$ cat src/rtl/dsp_sub_simd.sv
// rtl/dsp_sub_simd.sv - elastic two-stage SIMD lane subtractor (optional borrow outputs via DSP_SUB_BORROW_EN)
module dsp_sub_simd #(
    parameter int width = 12,
    parameter int lanes = 4
) (
    input  logic                   clock,
    input  logic                   reset,
    input  logic                   in_valid,
    output logic                   in_ready,
    input  logic [lanes*width-1:0] a,
    input  logic [lanes*width-1:0] b,
    output logic                   out_valid,
    input  logic                   out_ready,
    output logic [lanes*width-1:0] y
`ifdef DSP_SUB_BORROW_EN
    ,
    output logic [lanes-1:0]       borrow
`endif
);

    localparam int W = lanes * width;

    // Only the DSP SIMD packings ONE48/TWO24/FOUR12-style are supported
    generate
        if (!((lanes == 1) || (lanes == 2) || (lanes == 4)) || (width < 1) || (lanes * width > 48)) begin : g_bad_cfg
            $error("dsp_sub_simd: illegal lanes/width combination");
        end
    endgenerate

    // S1: operand registers; S2: result register
    logic [W-1:0]     a_q, a_d;
    logic [W-1:0]     b_q, b_d;
    logic             v1_q, v1_d;
    logic [W-1:0]     y_q, y_d;
    logic             v2_q, v2_d;
    logic [W-1:0]     diff;
    logic             accept;
    logic             advance;
    logic             consume;
`ifdef DSP_SUB_BORROW_EN
    logic [lanes-1:0] borrow_q, borrow_d;
    logic [lanes-1:0] lane_borrow;
`endif

    // Room exists unless both stages are full and the consumer is stalling
    assign in_ready  = reset && (!v1_q || !v2_q || out_ready);
    assign out_valid = v2_q;
    assign y         = y_q;
`ifdef DSP_SUB_BORROW_EN
    assign borrow    = borrow_q;
`endif

    // Per-lane wrap-around difference; lanes are sliced so no borrow crosses a boundary
    always_comb begin
        diff = '0;
`ifdef DSP_SUB_BORROW_EN
        lane_borrow = '0;
`endif
        for (int i = 0; i < lanes; i++) begin
            diff[i*width +: width] = a_q[i*width +: width] - b_q[i*width +: width];
`ifdef DSP_SUB_BORROW_EN
            lane_borrow[i] = a_q[i*width +: width] < b_q[i*width +: width];
`endif
        end
    end

    // Handshake bookkeeping and next-state for both pipeline stages
    always_comb begin
        accept  = in_valid && in_ready;
        advance = v1_q && (!v2_q || out_ready);
        consume = v2_q && out_ready;

        a_d  = a_q;
        b_d  = b_q;
        v1_d = v1_q;
        y_d  = y_q;
        v2_d = v2_q;
`ifdef DSP_SUB_BORROW_EN
        borrow_d = borrow_q;
`endif

        if (accept) begin
            a_d  = a;
            b_d  = b;
            v1_d = 1'b1;
        end else if (advance) begin
            v1_d = 1'b0;
        end

        if (advance) begin
            y_d  = diff;
            v2_d = 1'b1;
`ifdef DSP_SUB_BORROW_EN
            borrow_d = lane_borrow;
`endif
        end else if (consume) begin
            v2_d = 1'b0;
        end
    end

    // State registers; reset discards any in-flight vectors
    always_ff @(posedge clock) begin
        if (!reset) begin
            a_q  <= '0;
            b_q  <= '0;
            v1_q <= 1'b0;
            y_q  <= '0;
            v2_q <= 1'b0;
`ifdef DSP_SUB_BORROW_EN
            borrow_q <= '0;
`endif
        end else begin
            a_q  <= a_d;
            b_q  <= b_d;
            v1_q <= v1_d;
            y_q  <= y_d;
            v2_q <= v2_d;
`ifdef DSP_SUB_BORROW_EN
            borrow_q <= borrow_d;
`endif
        end
    end

endmodule
$ cat config.mk
export PLATFORM = sky130hd
export DESIGN_NAME = dsp_sub_simd
export DESIGN_NICKNAME = d
export VERILOG_FILES = /design/src/rtl/dsp_sub_simd.sv
export SDC_FILE = /design/constraint.sdc
export NUM_CORES = 1
export LEC_CHECK = 0
export CAP_MARGIN = 20
export CORE_MARGIN = 5
export CORE_UTILIZATION = 52
export CTS_CLUSTER_SIZE = 28
export DETAILED_ROUTE_END_ITERATION = 10
export GPL_ROUTABILITY_DRIVEN = 0
export HOLD_SLACK_MARGIN = 0.08
export PLACE_DENSITY = 0.81
export SYNTH_ARGS = -nofsm -noshare
export SYNTH_HDL_FRONTEND = slang
export SYNTH_SLANG_ARGS = --single-unit
export TNS_END_PERCENT = 1
$ cat constraint.sdc
create_clock -name clock -period 2.25 [get_ports clock]
set_input_delay 0.3375 -clock clock [delete_from_list [all_inputs] [get_ports clock]]
set_output_delay 0.3375 -clock clock [all_outputs]
set_load 0.01 [all_outputs]
* Word level (Yosys, flattened, before mapping) *
Cells that the tools add are included.

word-level totals
  logic and storage cells = 24
  input port bits = 100
  register bits after elaboration = 146

operators by class
  multiplexer cells = 4
  reductions and logical operators = 11
  add/sub/neg operators = 4

operator list
  operator           number
  $sub 12x12->12     4
  $logic_and 1x1->1  4
  $mux 1             4
  $reduce_bool 2->1  2
  $logic_or 1x1->1   3
  $logic_not 1->1    2

* Longest topological paths before layout *
Gate-level depths: netlist of run 1.

  depth in word-level cells = 6
  gate-level depth with buffers = 9
  gate-level depth less buffers = 9

* Worst setup path after synthesis of run 1 *
No wires, ideal clock.

  path type = flip-flop to flip-flop
  start point = register b_q[37]
  end point = register y_q[47] (netlist: y[47])
  required time = 2188 ps
  data arrival time = 1846 ps
  slack = 341 ps
  library setup time = 62 ps
  stages on the path, launching flop included = 9
  cells stage by stage = dfxtp_1 inv_1 ha_1 nor2b_4 o31a_1 o21ai_2 o31ai_1 or4_1 nand3_1

on the way
  cells in the longest elaborated chain, start to end = 1

ends and longest elaborated chain
  element                 line  text
  from (decl)             32    logic [W-1:0] b_q, b_d;
  from (signal assigned)  105   b_q <= '0;
  from (signal assigned)  114   b_q <= b_d;
  $sub 12x12->12          60    diff[i*width +: width] = a_q[i*width +: width] - b_q[i*width +: width];
  to (signal assigned)    116   y_q <= y_d;
  to (decl)               34    logic [W-1:0] y_q, y_d;

Every way passes these cells.
A chain may end at the register's enable or synchronous reset.

* Worst setup path after layout of run 1 *
  start point = register v2_q (netlist: out_valid)
  end point = output port in_ready

on the way
  cells in the longest elaborated chain, start to end = 4

ends and longest elaborated chain
  element                         line  text
  from (decl)                     35    logic v2_q, v2_d;
  from (signal assigned)          117   v2_q <= v2_d;
  $logic_not 1->1                 46    assign in_ready = reset && (!v1_q || !v2_q || out_ready);
  $logic_or 1x1->1 (2 in series)  46
  $logic_and 1x1->1               46
  to (decl)                       9     output logic in_ready,

Every way passes these cells.

==> flow_metrics.env, run 1 <==
export IMPL_status="finished, final reports clean"
export IMPL_grt_max_degree=87
export IMPL_synth_top_area_share_pct=40.9
export IMPL_fin_skew_ps=11.3
export IMPL_syn_instance_count=877
export IMPL_ys_flop_type="dfxtp_1"
export IMPL_max_freq_ghz=0.462
export IMPL_placed_area_um2=8840
export IMPL_cts_buffers=17
export IMPL_setup_violations=0
export IMPL_grt_use_total_pct=22.8
export IMPL_syn_to_final_growth_pct=34.2
export IMPL_r2r_slack_ps=100
export IMPL_slowest_delay_ps=600
export IMPL_dp_cells=1171
export IMPL_synth_edff_count=0
export IMPL_first_global_vias=6321
export IMPL_ios=150
export IMPL_cts_tree="built"
export IMPL_crit_path_start_kind="flip-flop"
export IMPL_hold_viol=0
export IMPL_slew_viol_final=0
export IMPL_synth_cell_area_um2=7140
export IMPL_core_area_um2=13300
export IMPL_ys_types=60
export IMPL_grt_ovfl_total=0
export IMPL_yosysWarnings=0
export IMPL_p_leak_nw=3.97
export IMPL_wl_um=18400
export IMPL_drive_above_1_share_pct=7.00
export IMPL_portBuffers=149
export IMPL_drc=0
export IMPL_clockBufferDepth=2
export IMPL_clockRootBuffer="clkbuf_16"
export IMPL_async_flop_share_pct=0
export IMPL_dieHeight_um=127
export IMPL_irDropWorstVdd_mv=0.638
export IMPL_drtIter0Drc=404
export IMPL_avgViaCountPerCell=5.40
export IMPL_die_area_um2=16200
export IMPL_cts_hold_buf=0
export IMPL_critPathMaxFanout=5
export IMPL_ys_ff_latch=146
export IMPL_layout_nets=1164
export IMPL_grt_pass1_wl_um=30000
export IMPL_fin_crit_sh_pct=96.2
export IMPL_rsz0062_at_grt="yes"
export IMPL_final_min_clock_period_ps=2160
export IMPL_worst_pin_slew_ps=470
export IMPL_rows=42
export IMPL_relSlewSlack_pct=68.7
export IMPL_dpl_hpwl_um=12600
export IMPL_setup_tns_ps=0
export IMPL_synth_top_area_cell="dfxtp_1"
export IMPL_clkTransAtPathRegs_ps=60
export IMPL_nFillCells=1030
export IMPL_worstSkewPairLatency_ps=430
export IMPL_syn_area_per_cell_um2=8.14
export IMPL_start_util_pct=53.5
export IMPL_postRouteAntennaNets=0
export IMPL_final_util_pct=71.8
export IMPL_dieWidth_um=127
export IMPL_first_pass_iters=5
export IMPL_syn_num_nets=1025
export IMPL_antenna_found_initial=1
export IMPL_cts_sinks=146
export IMPL_yosys_top_cells_area="dfxtp_1 (41%), nand2_1 (9.6%), ha_1 (7.7%)"
export IMPL_cp_arrival_ps=1830
export IMPL_powerDensity_nw_per_um2=831
export IMPL_htree_levels=4
export IMPL_vias=6511
export IMPL_layout_cells_non_filler=1206
export IMPL_ys_seq_area_share_pct=40.9
export IMPL_worstPathRequired_ps=1910
export IMPL_critPathCaptureType="output port"
export IMPL_worstSetupPathType="reg2out"
export IMPL_crit_chain="nor2b_2 > a21oi_1 > clkdlybuf4s50_1"
export IMPL_drv_cap=0
export IMPL_hold_path_class="in2reg"
export IMPL_crit_slowest_cell="clkdlybuf4s50_1"
export IMPL_routedWlPerCell_um=15.3
export IMPL_finish_instance_area_um2=9590
## worst paths after layout
kind	from	to	depth (start not counted)
hold / removal	a[34]	a_q[34]$_SDFFE_PN0P_	3
setup reg to reg	b_q[26]$_SDFFE_PN0P_	y[34]$_SDFFE_PN0P_	9
setup / recovery	out_valid$_SDFFE_PN0P_	in_ready	3
hold reg to reg	y[15]$_SDFFE_PN0P_	y[15]$_SDFFE_PN0P_	2
## metal layers
metal	up-vias	share of wire (%)	GRT usage (%)
li1	3314	-	-
met1	2985	45	28.6
met2	182	47	38.1
met3	30	5.5	5.05
met4	0	2.1	9.27
met5	-	0	0
## synth_stat cells (all sizes together) (4+ instances only)
| cell type | count |
|---|---|
| o21a | 13 |
| a31oi | 6 |
| nand3 | 61 |
| a21oi | 39 |
| nand2 | 183 |
| nor3 | 16 |
| o31ai | 53 |
| xnor2 | 12 |
| o31a | 4 |
| clkbuf | 30 |
| dfxtp | 146 |
| buf | 19 |
| and2 | 6 |
| a21o | 5 |
| a211oi | 17 |
| nand2b | 8 |
| fa | 4 |
| xor2 | 6 |
| ha | 44 |
| nor2 | 50 |
| inv | 55 |
| o21ai | 33 |
| o211ai | 8 |
| nor2b | 16 |
## stage by stage
step | setup slack, ps | hold slack, ps | total power [mW]
finish | 86.2 | 446 | 7.96
floorplan | 341 | 436 | 4.05
CTS | 13.2 | 431 | 7.98
global route | -12.4 | 442 | 8.32
global placement | 67.4 | 438 | 4.64
detailed placement | 45.2 | 449 | 4.68
## cell usage in the layout, fill, tap and decap left out, types with 17 or more instances in the layout
cell type,count
clkbuf_16,17
nand2_1,182
ha_1,44
o31ai_1,51
inv_1,54
a21oi_1,38
dfxtp_1,146
nand3_1,61
nor2_1,49
clkdlybuf4s50_1,148
## area by class of cell
class	instances	area [um2]	share of cell area (%)
Clock buffer	23	498	5.20
Antenna cell	1	2.50	0.0261
Sequential cell	146	2920	30.5
Multi-Input combinational cell	627	3810	39.8
Timing Repair Buffer	169	1720	18.0
Inverter	55	206	2.15
Tap cell	176	220	2.30
Clock inverter	9	198	2.06
## where the power goes
group | leakage [nW] | total [mW] | internal (mW) | switching (mW)
sequential | 1.20 | 2.92 | 2.80 | 0.119
combinational | 2.43 | 1.76 | 0.873 | 0.890
clock | 0.339 | 3.28 | 2.22 | 1.05
## flip-flops by register name, indices dropped and copies added (netlist names)
name       count
out_valid      1
y             48
a_q           48
b_q           48
v1_q           1
## critical path: cells and delay by family, from the launching register on
family	cells	cell delay, ps
buf+inv	1	600
flops	1	320
compound gates	1	290
simple gates	1	190
## cell families after synthesis
| logic type | synth area share [%] |
|---|---|
| buffers and inverters | 6.29 |
| AOI/OAI and AO/OA | 18.8 |
| xor gates and xnor gates | 2.21 |
| and+or+nand+nor | 22.5 |
| DFF | 40.9 |
| muxes | 0.421 |
| adders and majority gates | 8.83 |
## repair_timing
item | 4_1_cts | 5_1_grt
resized for setup | 0 | 8
setup endpoints to repair | 0 | 6
setup buffers | 0 | 2
Note: power is estimated with default switching activity, not from simulation.
==> run 2, diff against run 1 <==
--- a/config.mk
+++ b/config.mk
@@ -10,7 +10,6 @@
 export CORE_UTILIZATION = 52
 export CTS_CLUSTER_SIZE = 28
 export DETAILED_ROUTE_END_ITERATION = 10
-export GPL_ROUTABILITY_DRIVEN = 0
 export HOLD_SLACK_MARGIN = 0.08
 export PLACE_DENSITY = 0.81
 export SYNTH_ARGS = -nofsm -noshare
==> results of run 2 <==
Final layout, timing and power as in run 1 (identical DEF).
==> run 3, diff against run 2 <==
--- a/config.mk
+++ b/config.mk
@@ -6,7 +6,7 @@
 export NUM_CORES = 1
 export LEC_CHECK = 0
 export CAP_MARGIN = 20
-export CORE_MARGIN = 5
+export CORE_MARGIN = 2
 export CORE_UTILIZATION = 52
 export CTS_CLUSTER_SIZE = 28
 export DETAILED_ROUTE_END_ITERATION = 10
==> flow_metrics.env, run 3 (synthesized netlist as in run 1, its figures left out) <==
export IMPL_worstSetupPathType="reg2out"
export IMPL_status="finished, final reports clean"
export IMPL_layout_nets=1162
export IMPL_routedWlPerCell_um=14.9
export IMPL_dieWidth_um=121
export IMPL_slew_viol_final=0
export IMPL_ios=150
export IMPL_first_global_vias=6152
export IMPL_grt_max_degree=67
export IMPL_portBuffers=149
export IMPL_core_area_um2=13300
export IMPL_use_met2_pct=41.2
export IMPL_fin_skew_ps=7.13
export IMPL_hold_slack_ps=444
export IMPL_rsz0062_at_grt="no"
export IMPL_layout_commonest_cell="nand2_1"
export IMPL_dpl_hpwl_um=12400
export IMPL_cts_tree="built"
export IMPL_rows=42
export IMPL_clkTransAtPathRegs_ps=60
export IMPL_grt_use_total_pct=24.8
export IMPL_hold_viol=0
export IMPL_die_area_um2=14700
export IMPL_crit_chain="nor2b_1 > a21oi_1 > clkdlybuf4s50_1"
export IMPL_cp_arrival_ps=1830
export IMPL_avgViaCountPerCell=5.44
export IMPL_fin_crit_sh_pct=96.2
export IMPL_postCtsResizedCells=0
export IMPL_start_util_pct=53.5
export IMPL_antenna_found_initial=0
export IMPL_final_min_clock_period_ps=2160
export IMPL_cp_num_buf_inv=1
export IMPL_top_usage_layer="met2"
export IMPL_wl_um=17900
export IMPL_diodes=0
export IMPL_setup_violations=0
export IMPL_drtIter0Drc=484
export IMPL_crit_path_start_kind="flip-flop"
export IMPL_cts_buffers=17
export IMPL_use_met3_pct=6.44
export IMPL_slowest_delay_ps=630
export IMPL_use_met1_pct=31.8
export IMPL_critPathCaptureType="output port"
export IMPL_relSlewSlack_pct=48.7
export IMPL_crit_family="buffers and inverters"
export IMPL_first_pass_iters=7
export IMPL_p_leak_nw=3.90
export IMPL_irDropWorstVdd_mv=0.546
export IMPL_worst_pin_slew_ps=770
export IMPL_syn_to_final_growth_pct=32.2
export IMPL_grt_pass1_wl_um=29200
export IMPL_drc=0
export IMPL_clockRootBuffer="clkbuf_16"
export IMPL_worstPathRequired_ps=1910
export IMPL_worstSkewPairLatency_ps=430
export IMPL_dieHeight_um=121
export IMPL_cts_setup_buffers=0
export IMPL_cts_hold_buf=0
export IMPL_final_cell_mix="nand2_1 (182), clkdlybuf4s50_1 (148), dfxtp_1 (146)"
export IMPL_drive_above_1_share_pct=6.33
export IMPL_drv_cap=0
export IMPL_max_freq_ghz=0.462
export IMPL_vias=6541
export IMPL_clockBufferDepth=2
export IMPL_powerDensity_nw_per_um2=796
export IMPL_hold_path_class="in2reg"
export IMPL_critPathMaxFanout=3
export IMPL_postRouteAntennaNets=0
export IMPL_cts_sinks=146
export IMPL_htree_levels=4
export IMPL_setup_tns_ps=0
export IMPL_place_congestion=0.856
export IMPL_grt_ovfl_total=0
export IMPL_crit_slowest_cell="clkdlybuf4s50_1"
-- run 3: final timing paths --
path | start | endpoint | slack (ps) | depth (start not counted)
worst min register to register | y[33]$_SDFFE_PN0P_ | y[33]$_SDFFE_PN0P_ | 450 | 2
worst min-delay path | a[5] | a_q[5]$_SDFFE_PN0P_ | 440 | 3
worst max register to register | b_q[37]$_SDFFE_PN0P_ | y[47]$_SDFFE_PN0P_ | 110 | 8
worst max-delay path | out_valid$_SDFFE_PN0P_ | in_ready | 90 | 3
-- run 3: area by class of cell --
class	instances	area, um2
flip-flops and latches	146	2920
clock buffers	22	464
inverters	55	206
well taps	176	220
clock inverters	10	133
multi-input cells	627	3810
fillers	1096	3910
repair buffers	167	1680
-- run 3: per-layer routing --
layer	vias to the layer above	part of all wire, %
met5	-	0
met4	0	1.8
met3	24	5.6
met2	182	48
met1	3025	45
li1	3310	-
-- run 3: where the power goes --
part / total (mW) / switching [mW] / internal [mW]
registers: 2.92 / 0.117 / 2.80
logic: 1.75 / 0.891 / 0.860
clock network: 2.85 / 1.05 / 1.79
total: 7.52 / 2.06 / 5.46
-- run 3: worst min-delay path, cell delays in order --
cell	delay [ps]
clkdlybuf4s50_1	400
nand2_1	50
nand2_1	40
-- run 3: metrics by stage --
stage	setup WS [ps]	cells	area, um2	power (mW)	util (%)
after CTS	52.0	1203	9410	7.52	70.5
after global placement	114	1171	8820	4.64	66.1
after floorplan	341	877	7140	4.05	-
after detailed placement	109	1171	8820	4.68	66.1
after global routing	1.63	1203	9440	7.87	70.7
final	86.2	1203	9440	7.52	70.7
==> RTL edit 1, RTL diff (flow settings as in run 2) <==
`width`: 12 -> 8.
--- a/src/rtl/dsp_sub_simd.sv
+++ b/src/rtl/dsp_sub_simd.sv
@@ -1,6 +1,6 @@
 // rtl/dsp_sub_simd.sv - elastic two-stage SIMD lane subtractor (optional borrow outputs via DSP_SUB_BORROW_EN)
 module dsp_sub_simd #(
-    parameter int width = 12,
+    parameter int width = 8,
     parameter int lanes = 4
 ) (
     input  logic                   clock,
Interface: changed (resized a, b and y); port bits go from 150 to 102. The function was not compared with the original's and may differ.
==> RTL edit 1 against run 2 <==
- critical path type is now in -> out
- power shrank 48%
- area after synthesis decreased by 32%
- design area shrank 36%
- sequential cell count shrank 48
- synthesized cell count down 34%
- wire length fell by 34%
- worst setup slack better by 0.21 ns
==> RTL edit 1: results (changes against run 2) <==
- Synth cell types: 38 (was 60)
- Drt first pass iters: 4 (was 5)
- XOR/XNOR Fraction of Synth Area: 2.155% (was 2.208%)
- Met2 Wirelength: 6.066 mm (was 8.682 mm)
- Final Wtd Congestion: 0.8695 (was 0.8574)
- Antenna violations before repair: 0 (was 1)
- M1 WL: 5.165 mm (was 8.325 mm)
- Clk slew on worst S/H paths: 0.09 ns (was 0.06 ns)
- Worst hold path type: reg -> reg (was in -> reg)
- Worst Path Arrival: 1.62 ns (was 1.83 ns)
- Adder-cell share of the synthesized area: 8.825% (was 8.831%)
- Number of port buffers: 101 (was 149)
- Outcome: complete, no violations (unchanged)
- Clock Latency Late Sink: 0.36 ns (was 0.43 ns)
- CP Max Fanout: 4 (was 5)
- Largest net degree at the start of global routing: 60 (was 87)
- M3 GR Usage: 5.057% (was 5.050%)
- R2R Setup Slk: 0.35 ns (was 0.10 ns)
- Worst flop-to-flop path endpoint: y[6] (was y[34])
- Placed instance area: 0.005932 mm² (was 0.008842 mm²)
- Most area-consuming cells after synthesis: dfxtp_1, nand2_1, ha_1 (unchanged)
- Largest stage delay, worst path: 0.55 ns (was 0.60 ns)
- CTS H-Tree Depth: 3 (was 4)
- Via Count: 4376 (was 6511)
- DP HPWL: 8.790 mm (was 12.59 mm)
- Met2 usage in global routing: 38.85% (was 38.08%)
- Layout filler cell count: 767 (was 1030)
- Clk_skew: 0.006446 ns (was 0.01134 ns)
- LEAKAGE: 2.596 nW (was 3.970 nW)
- Root Driver: clkbuf_8 (was clkbuf_16)
- Drt initial violations: 142 (was 404)
- R2R depth: 8 (was 9)
- Seq/Total Area, Yosys: 40.23% (was 40.93%)
- Post-CTS Repair Setup Buffers: 0 (unchanged)
- Final Net Count: 768 (was 1164)
- Design area: 0.006135 mm² (was 0.009585 mm²)
- Detail Route Antenna Nets: 0 (unchanged)
- Share of layout cells above drive strength 1: 8.470% (was 6.997%)
- Num CTS Buffers: 9 (was 17)
- Vias in the first global route: 4442 (was 6321)
- Post-synth top cells: nand2_1, dfxtp_1, nand3_1, inv_1 (was nand2_1, dfxtp_1, nand3_1, inv_1, o31ai_1)
- Critical Path Source: out_ready (was out_valid)
- Compound-Gate Fraction of Synth Area: 18.09% (was 18.84%)
- R2r startpoint: a_q[0] (was b_q[26])
- Peak VDD IR: 311.2 µV (was 638.4 µV)
- First-pass GRT wire length: 20.56 mm (was 30.00 mm)
- Syn Nets: 677 (was 1025)
- GRT Util Overall: 21.95% (was 22.80%)
- Mux cell area share after synthesis: 0% (was 0.4205%)
- DRT Wirelength: 12.17 mm (was 18.40 mm)
- Wire length on met3: 625 µm (was 1.014 mm)
- # diodes: 0 (was 1)
- Actual slew at the worst max-slew pin: 0.7110 ns (was 0.4701 ns)
- GR Util met1: 26.12% (was 28.63%)
[RTL edit 1: logic make-up after synthesis]
kind of cell | Yosys count
simple gates | 249
flops | 98
xor+xnor | 12
buf+inv | 69
fa+ha+maj | 32
compound gates | 117
[RTL edit 1: worst min path at each step]
stage / start / end / slack (ns) / cells after the start
2_1_floorplan: a[10] / a_q[10] / 0.44 / 2
3_3_place_gp: a_q[6] / a_q[6] / 0.45 / 2
3_5_place_dp: a_q[3] / a_q[3] / 0.45 / 2
4_1_cts: a_q[3] / a_q[3] / 0.47 / 2
5_1_grt: reset / a_q[3] / 0.48 / 4
6_report: b_q[16] / b_q[16] / 0.47 / 2
[RTL edit 1: stage by stage]
step	instances	hold slack [ns]	setup WS, ns
2_1_floorplan	577	0.4365	0.5731
6_report	784	0.4677	0.2966
3_3_place_gp	768	0.4471	0.2913
5_1_grt	784	0.4809	0.2484
4_1_cts	784	0.4711	0.2905
3_5_place_dp	768	0.4521	0.2615
[RTL edit 1: cell type report]
cell class | instances | share of cell area (%)
Tap cell | 111 | 2.264
Clock buffer | 10 | 2.244
Inverter | 36 | 2.203
Multi-Input combinational cell | 410 | 42.18
Sequential cell | 98 | 31.98
Timing Repair Buffer | 113 | 18.07
Clock inverter | 6 | 1.061
[RTL edit 1: worst register-to-register path: cells and delay by family (launching register included)]
family | cells | cell delay [ns]
AND/OR/NAND/NOR | 2 | 0.25
flip-flops | 1 | 0.31
adder cells (fa/ha/maj) | 2 | 0.56
AO/OA/AOI/OAI | 2 | 0.54
buffers and inverters | 2 | 0.12
[RTL edit 1: power by group]
part / total (mW) / internal [mW] / switching [mW]
logic: 1.04 / 0.503 / 0.535
registers: 1.96 / 1.88 / 0.0795
clock network: 1.17 / 0.547 / 0.620
==> RTL edit 2, RTL diff (config.mk and constraints of run 2) <==
Made on the original files. Take the reset off `a_q`, `b_q` and `y_q` and load them in a clocked block of their own.
--- a/src/rtl/dsp_sub_simd.sv
+++ b/src/rtl/dsp_sub_simd.sv
@@ -101,19 +101,13 @@
     // State registers; reset discards any in-flight vectors
     always_ff @(posedge clock) begin
         if (!reset) begin
-            a_q  <= '0;
-            b_q  <= '0;
             v1_q <= 1'b0;
-            y_q  <= '0;
             v2_q <= 1'b0;
 `ifdef DSP_SUB_BORROW_EN
             borrow_q <= '0;
 `endif
         end else begin
-            a_q  <= a_d;
-            b_q  <= b_d;
             v1_q <= v1_d;
-            y_q  <= y_d;
             v2_q <= v2_d;
 `ifdef DSP_SUB_BORROW_EN
             borrow_q <= borrow_d;
@@ -121,4 +115,10 @@
         end
     end
 
+    always_ff @(posedge clock) begin
+        a_q <= a_d;
+        b_q <= b_d;
+        y_q <= y_d;
+    end
+
 endmodule
Formal check against the unedited RTL: differs if reset is asserted again (counterexample within 4 cycles, from zero or initial values and one cycle with reset low); with reset held inactive, the same outputs for 10 cycles.
==> RTL edit 2 against run 2 <==
- design area down 6.4%
- largest cell class is now flip-flops and latches
- highest routed layer unchanged
- utilization up 0.17 points
- area after synthesis down 8.6%
- wire length down 32%
- critical path type is now reg -> reg
- worst setup slack worse by 0.017 ns
- final cell count down 34%
- sequential cell count unchanged
Power is not compared: it rests on default switching activity, and its combinational part moved more than twofold at a synthesized area within 25%.
==> RTL edit 2: results (changes against run 2) <==
- Largest stage delay, worst path: 0.37 ns (was 0.60 ns)
- Clk cell area share: 6.958% (was 7.258%)
- R2R depth: 8 (was 9)
- Adder-cell share of the synthesized area: 9.659% (was 8.831%)
- CP top delay family: compound AO/OA/AOI/OAI gates (was buffers and inverters)
- Final Net Count: 764 (was 1164)
- Buffers, non-clock: 153 (was 169)
- First-pass GRT wire length: 19.70 mm (was 30.00 mm)
- Multi-input logic cell count: 241 (was 627)
- Post-synth EDFFs: 144 (was 0)
- Layout filler cell count: 828 (was 1030)
- Multi-input gate area: 0.001984 mm² (was 0.003814 mm²)
- CTS H-Tree Depth: 4 (unchanged)
- Crit Path Category: reg -> reg (was reg -> out)
- Mux cell area share after synthesis: 0% (was 0.4205%)
- # diodes: 0 (was 1)
- Most area-consuming cells after synthesis: edfxtp_1, ha_1, inv_1 (was dfxtp_1, nand2_1, ha_1)
- Syn Nets: 593 (was 1025)
- Via Count: 4061 (was 6511)
- Clk_skew: 0.004321 ns (was 0.01134 ns)
- Compound-Gate Fraction of Synth Area: 10.58% (was 18.84%)
- Final Wtd Congestion: 0.8480 (was 0.8574)
- Share of flip-flops with an asynchronous set or reset: 0% (unchanged)
- Critical Path Source: a_q[24] (was out_valid)
- GRT Util Overall: 17.37% (was 22.80%)
- DP HPWL: 9.146 mm (was 12.59 mm)
- Sequential fraction of total cell area: 48.63% (was 30.49%)
- Post-synth top cells: edfxtp_1, inv_1, ha_1, nor2_1, xnor2_1 (was nand2_1, dfxtp_1, nand3_1, inv_1, o31ai_1)
- Drt first pass iters: 4 (was 5)
- Synth Flop Type: edfxtp_1 (was dfxtp_1)
- Antenna violations before repair: 0 (was 1)
- Clock Latency Late Sink: 0.41 ns (was 0.43 ns)
- Largest net degree at the start of global routing: 49 (was 87)
- Per-cell routed wire length: 15.63 µm (was 15.26 µm)
- Share of layout cells above drive strength 1: 6.995% (was 6.997%)
- CP Max Fanout: 3 (was 5)
- Inverters: 57 (was 55)
- Sequential Area: 0.004364 mm² (was 0.002923 mm²)
- Worst rel slew slack: 70.53% (was 68.66%)
- Synth cell types: 36 (was 60)
- Drt initial violations: 216 (was 404)
- Placed instance area: 0.008322 mm² (was 0.008842 mm²)
- FP Rows: 41 (was 42)
- Outcome: complete, no violations (unchanged)
- R2R Setup Slk: 0.07 ns (was 0.10 ns)
- Layout non-clock buf frac: 17.51% (was 17.99%)
RTL edit 2: layer usage:
layer	wire length, µm	track usage [%]	part of all wire (%)
met2	6382	28.52	51
met5	0	0	0
met3	760	4.921	6.1
met4	356	9.377	2.8
met1	5018	20.77	40
RTL edit 2: power by group through the flow:
stage / registers (mW) / clock network, mW / logic (mW)
after global placement: 3.27 / 0 / 0.828
after floorplan: 3.31 / 0 / 0.416
final: 3.22 / 2.97 / 0.876
after CTS: 3.22 / 3.02 / 0.869
after global routing: 3.23 / 3.14 / 0.956
after detailed placement: 3.28 / 0 / 0.859
RTL edit 2: kinds of logic (layout without fill, tap and decap cells):
group	after synthesis	count (layout)
fa+ha+maj	48	48
xor+xnor	36	36
flops	146	146
simple gates	58	58
compound gates	99	99
buf+inv	58	242
RTL edit 2: repair_timing:
| action | in CTS | in global routing |
|---|---|---|
| buffers inserted | 0 | 0 |
| endpoints found under the hold margin | 0 | 0 |
| endpoints found under the setup margin | 0 | 7 |
| gates resized for setup | 0 | 4 |
| hold buffers | 0 | 0 |
RTL edit 2: stage by stage:
stage,hold WS (ns),instances,setup slack [ns]
global route,0.4536,801,-0.004456
detailed placement,0.5453,769,0.07838
floorplan,0.4364,445,-0.3193
global placement,0.4995,769,0.1836
CTS,0.4525,801,0.04644
finish,0.4733,801,0.06913
RTL edit 2: worst min path at each step:
stage / slack [ns] / from / to / cells past startpoint
after floorplan: 0.44 / a[0] / a_q[0] / 0
after global placement: 0.50 / v1_q / out_valid / 1
after detailed placement: 0.55 / v1_q / out_valid / 1
after CTS: 0.45 / a[19] / a_q[19] / 1
after global routing: 0.45 / b[28] / b_q[28] / 1
final: 0.47 / b[39] / b_q[39] / 1
